[src/rtl/instr_mem_loader.sv]
// Byte-stream instruction loader: header N (LE16), then N little-endian words written to imem.
// Optional trailing XOR checksum byte when LOADER_CHECKSUM_EN is defined.
module instr_mem_loader #(
    parameter int MAX_WORDS = 64
) (
    input  logic        clk,
    input  logic        reset,
    input  logic [7:0]  in_data,
    input  logic        in_valid,
    output logic        in_ready,
    output logic        imem_we,
    output logic [63:0] imem_addr,
    output logic [31:0] imem_wdata,
    output logic        cpu_reset,
    output logic        load_done,
    output logic        load_err,
    output logic [15:0] words_loaded
);

    localparam logic [15:0] MAX_W = 16'(MAX_WORDS);

`ifdef LOADER_CHECKSUM_EN
    typedef enum logic [2:0] {HDR_LO, HDR_HI, DATA, CHK, DONE, ERROR} state_t;
`else
    typedef enum logic [2:0] {HDR_LO, HDR_HI, DATA, DONE, ERROR} state_t;
`endif

    state_t      state_q, state_d;
    logic [15:0] n_q, n_d;
    logic [1:0]  cnt_q, cnt_d;
    logic [23:0] shift_q, shift_d;
    logic        in_ready_q, in_ready_d;
    logic        we_q, we_d;
    logic [63:0] addr_q, addr_d;
    logic [31:0] wdata_q, wdata_d;
    logic        cpu_reset_q, cpu_reset_d;
    logic        done_q, done_d;
    logic        err_q, err_d;
    logic [15:0] wl_q, wl_d;
    logic [15:0] hdr_n;
    logic        accept;
`ifdef LOADER_CHECKSUM_EN
    logic [7:0]  chk_q, chk_d;
`endif

    assign accept = in_valid && in_ready_q;
    assign hdr_n  = {in_data, n_q[7:0]};

    always_comb begin
        state_d = state_q;
        n_d     = n_q;
        cnt_d   = cnt_q;
        shift_d = shift_q;
        we_d    = 1'b0;
        addr_d  = addr_q;
        wdata_d = wdata_q;
        wl_d    = wl_q;
`ifdef LOADER_CHECKSUM_EN
        chk_d   = chk_q;
`endif
        case (state_q)
            HDR_LO: begin
                if (accept) begin
                    n_d[7:0] = in_data;
                    state_d  = HDR_HI;
                end
            end
            HDR_HI: begin
                if (accept) begin
                    n_d[15:8] = in_data;
                    if (hdr_n == 16'd0 || hdr_n > MAX_W) state_d = ERROR;
                    else                                 state_d = DATA;
                end
            end
            DATA: begin
                if (accept) begin
                    cnt_d   = cnt_q + 2'd1;
                    shift_d = {in_data, shift_q[23:8]};
`ifdef LOADER_CHECKSUM_EN
                    chk_d   = chk_q ^ in_data;
`endif
                    // Fourth byte: strobe lands next cycle, address uses the pre-increment count
                    if (cnt_q == 2'd3) begin
                        we_d    = 1'b1;
                        wdata_d = {in_data, shift_q};
                        addr_d  = {46'd0, wl_q, 2'b00};
                        wl_d    = wl_q + 16'd1;
                        if (wl_q + 16'd1 == n_q) begin
`ifdef LOADER_CHECKSUM_EN
                            state_d = CHK;
`else
                            state_d = DONE;
`endif
                        end
                    end
                end
            end
`ifdef LOADER_CHECKSUM_EN
            CHK: begin
                if (accept) state_d = (in_data == chk_q) ? DONE : ERROR;
            end
`endif
            default: ;
        endcase
        in_ready_d  = !(state_d == DONE || state_d == ERROR);
        cpu_reset_d = (state_d != DONE);
        done_d      = (state_d == DONE);
        err_d       = (state_d == ERROR);
    end

    always_ff @(posedge clk or posedge reset) begin
        if (reset) begin
            state_q     <= HDR_LO;
            n_q         <= '0;
            cnt_q       <= '0;
            shift_q     <= '0;
            in_ready_q  <= 1'b1;
            we_q        <= 1'b0;
            addr_q      <= '0;
            wdata_q     <= '0;
            cpu_reset_q <= 1'b1;
            done_q      <= 1'b0;
            err_q       <= 1'b0;
            wl_q        <= '0;
`ifdef LOADER_CHECKSUM_EN
            chk_q       <= '0;
`endif
        end else begin
            state_q     <= state_d;
            n_q         <= n_d;
            cnt_q       <= cnt_d;
            shift_q     <= shift_d;
            in_ready_q  <= in_ready_d;
            we_q        <= we_d;
            addr_q      <= addr_d;
            wdata_q     <= wdata_d;
            cpu_reset_q <= cpu_reset_d;
            done_q      <= done_d;
            err_q       <= err_d;
            wl_q        <= wl_d;
`ifdef LOADER_CHECKSUM_EN
            chk_q       <= chk_d;
`endif
        end
    end

    assign in_ready     = in_ready_q;
    assign imem_we      = we_q;
    assign imem_addr    = addr_q;
    assign imem_wdata   = wdata_q;
    assign cpu_reset    = cpu_reset_q;
    assign load_done    = done_q;
    assign load_err     = err_q;
    assign words_loaded = wl_q;

endmodule

[config.mk]
export PLATFORM = sky130hd
export DESIGN_NAME = instr_mem_loader
export DESIGN_NICKNAME = d
export VERILOG_FILES = /design/src/rtl/instr_mem_loader.sv
export SDC_FILE = /design/constraint.sdc
export NUM_CORES = 1
export LEC_CHECK = 0
export CORE_ASPECT_RATIO = 0.9
export CORE_MARGIN = 8
export CORE_UTILIZATION = 54
export DETAILED_ROUTE_END_ITERATION = 12
export GPL_TIMING_DRIVEN = 0
export PLACE_DENSITY = 0.92
export SLEW_MARGIN = 25
export SYNTH_ARGS = -nofsm -noshare
export SYNTH_HDL_FRONTEND = slang
export SYNTH_SLANG_ARGS = --single-unit
[constraint.sdc]
create_clock -name clk -period 7.92 [get_ports clk]
set_clock_uncertainty 0.1 [all_clocks]
set_input_delay 1.584 -clock clk [delete_from_list [all_inputs] [get_ports clk]]
set_output_delay 1.584 -clock clk [all_outputs]
set_load 0.02 [all_outputs]
==> results of run 1 <==
## path summary, 6_finish.rpt
path | startpoint | to | slack, ns | cells past startpoint
worst max register to register | words_loaded[0]$_DFFE_PP0P_ | cpu_reset$_DFF_PP1_ | 5.22 | 6
max in group asynchronous | reset | cpu_reset$_DFF_PP1_ | 5.61 | 3
min in group asynchronous | reset | imem_wdata[2]$_DFFE_PP0P_ | 1.42 | 2
worst max-delay path | in_valid | cpu_reset$_DFF_PP1_ | 4.51 | 8
worst min register to register | shift_q[6]$_DFFE_PP0P_ | imem_wdata[6]$_DFFE_PP0P_ | 0.37 | 2
worst min-delay path | shift_q[6]$_DFFE_PP0P_ | imem_wdata[6]$_DFFE_PP0P_ | 0.37 | 2
## sequential cells by signal (all words and copies together) (netlist names)
| name | flops |
|---|---|
| cnt_q | 2 |
| cpu_reset | 1 |
| imem_addr | 16 |
| imem_wdata | 32 |
| imem_we | 1 |
| in_ready | 1 |
| load_done | 1 |
| load_err | 1 |
| n_q | 16 |
| shift_q | 24 |
| state_q | 3 |
| words_loaded | 16 |
## layout make-up
cell class,count,area [um2],share of cell area
inverters,5,23.8,0.00341
plain buffers,74,489,0.0701
repair buffers,80,818,0.117
well taps,126,158,0.0226
clock buffers,18,428,0.0613
flip-flops and latches,114,2860,0.409
multi-input cells,360,2100,0.301
clock inverters,14,108,0.0154
## cell families (layout without fill, tap and decap cells)
family / Yosys count / count (layout)
DFF: 114 / 114
adders and majority gates: 2 / 2
AOI/OAI and AO/OA: 20 / 20
other: 1 / 48
xor gates and xnor gates: 39 / 39
buffers and inverters: 79 / 191
and+or+nand+nor: 209 / 209
muxes: 42 / 42
## layer usage
metal  vias up  wire (um)  GRT usage
li1       1856          -          -
met1      2082       5430      0.258
met2       304       6870      0.363
met3        70       1630     0.0919
met4         0        620      0.129
met5         -          0    0.00368
## critical path: stages
cell	delay [ns]
clkdlybuf4s50_1	0.47
nand3b_2	0.16
or2_1	0.33
inv_2	0.19
nand4_1	0.21
nor4_1	0.38
nand4_2	0.22
a21o_1	0.21
## placed cells by master (no fill, tap or decap), drive strengths merged, types with 7 or more instances in the layout
cell type,synthesis,final
xor2,11,11
conb,1,48
nand4,7,7
nand3,13,13
nor2,12,12
clkdlybuf4s50,0,79
dfrtp,112,112
buf,61,62
nand2,153,153
mux2,41,41
clkbuf,13,31
xnor2,28,28
inv,5,7
## synthesized netlist by cell type (all sizes together), types with 4 or more instances
| cell type | n |
|---|---|
| nand2 | 153 |
| dfrtp | 112 |
| buf | 61 |
| mux2 | 41 |
| xnor2 | 28 |
| clkbuf | 13 |
| nand3 | 13 |
| nor2 | 12 |
| xor2 | 11 |
| nand4 | 7 |
| inv | 5 |
| o21ai | 5 |
| nor3 | 4 |
| nor4 | 4 |
## stage by stage
step                instance area (um2)  instances  hold WS [ns]  power [mW]  utilization
finish                             6980        791         0.368        1.64        0.726
global route                       6980        791         0.389        1.69        0.726
CTS                                6980        791         0.375        1.63        0.726
detailed placement                 6440        759         0.358       0.943        0.670
global placement                   6410        758         0.354       0.923        0.667
floorplan                          5460        553         0.335       0.882            -
## report_power, final
group,internal (mW),switching (mW),leakage [nW]
Combinational,0.128,0.145,1.70
Sequential,0.637,0.0519,1.55
Clock,0.394,0.287,0.246
==> summary.json, run 1 <==
{
  "synthArstFlopShare": {"value": 1.00},
  "io-pin-count": {"value": 128},
  "grt_antenna_before_repair": {"value": 0},
  "number_of_remaining_drc_errors": {"value": 0},
  "cts_inserted_buffers": {"value": 17},
  "global_route.usage.total": {"value": 0.227},
  "netlist_instances": {"value": 506},
  "crit_path_start_kind": {"value": "input port"},
  "synth_cell_type_count": {"value": 49},
  "post_synth_fa_ha_maj_area_fraction": {"value": 0.00473},
  "hold_violations": {"value": 0},
  "grt_pass1_wl": {"value": 23.2, "unit": "mm"},
  "endpoint_kind": {"value": "flip-flop"},
  "syn-mean-instance-area": {"value": 10.4, "unit": "um2"},
  "globalplace.congestion": {"value": 0.838},
  "pwr_density_cell": {"value": 235, "unit": "nW/um2"},
  "totalNegativeSetupSlack": {"value": 0, "unit": "ns"},
  "cts_repair_resize_count": {"value": 0},
  "postSynthRegisterBits": {"value": 114},
  "yosysWarningCount": {"value": 0},
  "path_clk_slew": {"value": 0.06, "unit": "ns"},
  "die_area": {"value": 13200, "unit": "um2"},
  "die_width": {"value": 120, "unit": "um"},
  "detail_route.vias_per_cell": {"value": 5.45},
  "area_growth": {"value": 32.0, "unit": "%"},
  "critPathArrivalTime": {"value": 3.76, "unit": "ns"},
  "synth_top_cell_area_share": {"value": 0.530},
  "grt.overflow.total": {"value": 0},
  "dp_worst_setup_slack": {"value": 4.10, "unit": "ns"},
  "final_max_slew_viol_count": {"value": 0},
  "postCtsSetupBuffers": {"value": 0},
  "placement.io_buffers": {"value": 79},
  "crit_fanout": {"value": 8},
  "post_synth_and_or_nand_nor_area_fraction": {"value": 0.177},
  "coreArea": {"value": 9610, "unit": "um2"},
  "num_antenna_cells": {"value": 0},
  "maximum_clock_frequency": {"value": 293, "unit": "MHz"},
  "main_combinational_cell_family_by_area_after_synthesis": {"value": "simple AND/OR/NAND/NOR gates"},
  "synth-compound-area-share": {"value": 0.0279},
  "outcome": {"value": "completed"},
  "cts_tree": {"value": "built"},
  "setup_viol": {"value": 0},
  "vias_in_the_first_global_route": {"value": 4380},
  "synth_top_cell_by_area": {"value": "dfrtp_1"},
  "post_route_cells_drive_above_1_share": {"value": 0.226},
  "mappedNetlistArea": {"value": 5290, "unit": "um2"},
  "filler_cell_count": {"value": 576},
  "yosys-mux-area-fraction": {"value": 0.0892},
  "synth_ff_type": {"value": "dfrtp_1"},
  "cellLeakagePower": {"value": 3.50, "unit": "nW"},
  "rsz_0062_raised_after_global_routing": {"value": "no"},
  "final_nets": {"value": 665},
  "worst_ir_drop_vdd": {"value": 0.168, "unit": "mV"},
  "transition_time_at_the_pin_with_the_least_slew_margin": {"value": 0.733, "unit": "ns"},
  "cap_violations": {"value": 0},
  "critPathKind": {"value": "in -> reg"},
  "floorplan.initialDensity": {"value": 0.550},
  "postLayoutSetupSlackWorst": {"value": 4.51, "unit": "ns"},
  "dr.pass1.iters": {"value": 5},
  "synth_enable_flop_cells": {"value": 0},
  "detail_route.wirelength": {"value": 14.5, "unit": "mm"},
  "rows": {"value": 34},
  "hold_path_class": {"value": "reg -> reg"},
  "detailedPlacementHpwl": {"value": 9.11, "unit": "mm"},
  "crit_required": {"value": 8.28, "unit": "ns"},
  "synth.top_cells.by_area": {"value": "dfrtp_1 53%, nand2_1 11%, mux2_2 8.7%"},
  "average_detailed_routed_wire_length_per_instance": {"value": 18.4, "unit": "um"},
  "period_minus_slack": {"value": 3.41, "unit": "ns"},
  "cts.sinks": {"value": 114},
  "route.antenna.remaining_nets": {"value": 0},
  "worstSkewPairLatency": {"value": 0.52, "unit": "ns"},
  "vertical_die_dimension": {"value": 110, "unit": "um"},
  "clockBufferDepth": {"value": 2},
  "num_vias": {"value": 4312},
  "detail_route.iter0.violations": {"value": 409},
  "maxSlewHeadroom": {"value": 0.509},
  "holdBufCountCts": {"value": 0},
  "final.period_utilization": {"value": 0.430},
  "post_synthesis_share_of_cell_area_spent_on_xor_and_xnor_gates": {"value": 0.0646},
  "h-tree-depth": {"value": 4},
  "pin_count_of_the_biggest_net_entering_global_routing": {"value": 66},
  "clock_tree.root_cell": {"value": "clkbuf_8"},
  "synth_sequential_area_ratio": {"value": 0.540}
}
Power figures use the tool's default switching activity.
==> run 2, diff against run 1 <==
CORE_UTILIZATION = 45   (was 54)
PLACE_DENSITY = 0.83   (was 0.92)
clock period = 2.9 ns   (was 7.92 ns; I/O delays follow)
==> summary.json, run 2 (synthesized netlist as in run 1, its figures left out) <==
{
  "globalplace.congestion": {"value": 0.840},
  "maximum_clock_frequency": {"value": 403, "unit": "MHz"},
  "cts_repair_resize_count": {"value": 0},
  "post_route_cells_drive_above_1_share": {"value": 0.225},
  "grt_pass1_wl": {"value": 21.5, "unit": "mm"},
  "period_minus_slack": {"value": 2.48, "unit": "ns"},
  "reg2reg_depth": {"value": 7},
  "cellLeakagePower": {"value": 3.58, "unit": "nW"},
  "average_detailed_routed_wire_length_per_instance": {"value": 16.2, "unit": "um"},
  "h-tree-depth": {"value": 4},
  "endpoint_kind": {"value": "flip-flop"},
  "rows": {"value": 37},
  "maxSlewHeadroom": {"value": 0.518},
  "cts_tree": {"value": "built"},
  "holdBufCountCts": {"value": 0},
  "clock_tree.root_cell": {"value": "clkbuf_16"},
  "outcome": {"value": "completed"},
  "hold_path_depth": {"value": 2},
  "finalPower": {"value": 4.73, "unit": "mW"},
  "final_cell_mix": {"value": "153 x nand2_1, 112 x dfrtp_1, 79 x clkdlybuf4s50_1, 49 x buf_4, 48 x conb_1"},
  "critPathArrivalTime": {"value": 2.72, "unit": "ns"},
  "cts_inserted_buffers": {"value": 17},
  "hold_violations": {"value": 0},
  "dr.pass1.iters": {"value": 4},
  "detail_route.wirelength": {"value": 13.3, "unit": "mm"},
  "grt.overflow.total": {"value": 0},
  "filler_cell_count": {"value": 862},
  "clockBufferDepth": {"value": 2},
  "area_growth": {"value": 35.5, "unit": "%"},
  "floorplan.initialDensity": {"value": 0.462},
  "num_antenna_cells": {"value": 0},
  "io-pin-count": {"value": 128},
  "final_nets": {"value": 668},
  "fin_worst_hold_slack": {"value": 0.369, "unit": "ns"},
  "crit_fanout": {"value": 10},
  "final_max_slew_viol_count": {"value": 0},
  "rsz_0062_raised_after_global_routing": {"value": "no"},
  "path_clk_slew": {"value": 0.05, "unit": "ns"},
  "worst_ir_drop_vdd": {"value": 0.433, "unit": "mV"},
  "crit_required": {"value": 3.14, "unit": "ns"},
  "transition_time_at_the_pin_with_the_least_slew_margin": {"value": 0.720, "unit": "ns"},
  "coreArea": {"value": 11400, "unit": "um2"},
  "final_common_cell": {"value": "nand2_1"},
  "detail_route.vias_per_cell": {"value": 4.86},
  "placement.io_buffers": {"value": 79},
  "final.period_utilization": {"value": 0.855},
  "worstSkewPairLatency": {"value": 0.41, "unit": "ns"},
  "largest_reg_flops": {"value": 32},
  "crit_path_start_kind": {"value": "input port"},
  "detailedPlacementHpwl": {"value": 9.43, "unit": "mm"},
  "vias_in_the_first_global_route": {"value": 4136},
  "cap_violations": {"value": 0},
  "num_vias": {"value": 4004},
  "vertical_die_dimension": {"value": 119, "unit": "um"},
  "post-route-util": {"value": 0.627},
  "grt_antenna_before_repair": {"value": 0},
  "number_of_remaining_drc_errors": {"value": 0},
  "die_area": {"value": 15500, "unit": "um2"},
  "totalNegativeSetupSlack": {"value": 0, "unit": "ns"},
  "critPathKind": {"value": "in -> reg"},
  "pin_count_of_the_biggest_net_entering_global_routing": {"value": 29},
  "detail_route.iter0.violations": {"value": 261},
  "pwr_density_cell": {"value": 660, "unit": "nW/um2"},
  "hold_path_class": {"value": "reg -> reg"},
  "postCtsSetupBuffers": {"value": 0},
  "die_width": {"value": 130, "unit": "um"},
  "global_route.usage.total": {"value": 0.178},
  "route.antenna.remaining_nets": {"value": 0},
  "setup_viol": {"value": 0},
  "cts.sinks": {"value": 114}
}
## run 2: changes by cell type in the layout (fill, tap and decap cells not counted), sizes merged
cell / before / now
clkinv: 6 / 5
inv: 7 / 4
clkbuf: 31 / 34
buf: 62 / 65
bufinv: 0 / 4
clkinvlp: 6 / 3
## run 2: worst max-delay path: stages
cell and delay, ns:
clkdlybuf4s50_1 0.42, nand3b_2 0.17, or2_1 0.20, clkbuf_1 0.48
clkbuf_1 0.61, nand2_1 0.16, nand2_1 0.11
## run 2: final timing paths
path                       slack (ns)                          end                         from
setup / recovery                 0.42  words_loaded[1]$_DFFE_PP0P_                     in_valid
hold / removal                   0.37    imem_wdata[3]$_DFFE_PP0P_       shift_q[3]$_DFFE_PP0P_
setup reg to reg                 0.45          cpu_reset$_DFF_PP1_  words_loaded[0]$_DFFE_PP0P_
hold reg to reg                  0.37    imem_wdata[3]$_DFFE_PP0P_       shift_q[3]$_DFFE_PP0P_
max in group asynchronous        1.34    imem_wdata[0]$_DFFE_PP0P_                        reset
min in group asynchronous        0.48     imem_addr[3]$_DFFE_PP0P_                        reset
## run 2: where the power goes
| group | switching (mW) | total [mW] | internal, mW |
|---|---|---|---|
| Clock | 0.699 | 2.15 | 1.45 |
| Combinational | 0.353 | 0.712 | 0.359 |
| Sequential | 0.128 | 1.87 | 1.74 |
| Total | 1.18 | 4.73 | 3.55 |
## run 2: layout make-up
| type | instances | area [um2] | area share |
|---|---|---|---|
| flip-flops and latches | 114 | 2860 | 0.398 |
| multi-input cells | 360 | 2100 | 0.293 |
| repair buffers | 83 | 893 | 0.125 |
| plain buffers | 74 | 489 | 0.0683 |
| clock buffers | 21 | 450 | 0.0628 |
| well taps | 156 | 195 | 0.0272 |
| clock inverters | 11 | 160 | 0.0223 |
| inverters | 5 | 22.5 | 0.00314 |
## run 2: stage by stage
step	setup slack, ns	std cells	area, um2
6_report	0.421	824	7170
5_1_grt	0.286	824	7170
4_1_cts	0.434	824	7170
3_5_place_dp	0.0758	792	6560
3_3_place_gp	-0.140	788	6450
2_1_floorplan	0.735	553	5470
## run 2: per-layer routing
metal  wire [um]  up-vias  part of all wire  track usage
li1            -     1859                 -            -
met1        5470     1928              0.41        0.211
met2        6260      179              0.47        0.282
met3        1240       38             0.093       0.0656
met4         353        0             0.026       0.0848
met5           0        -                 0            0
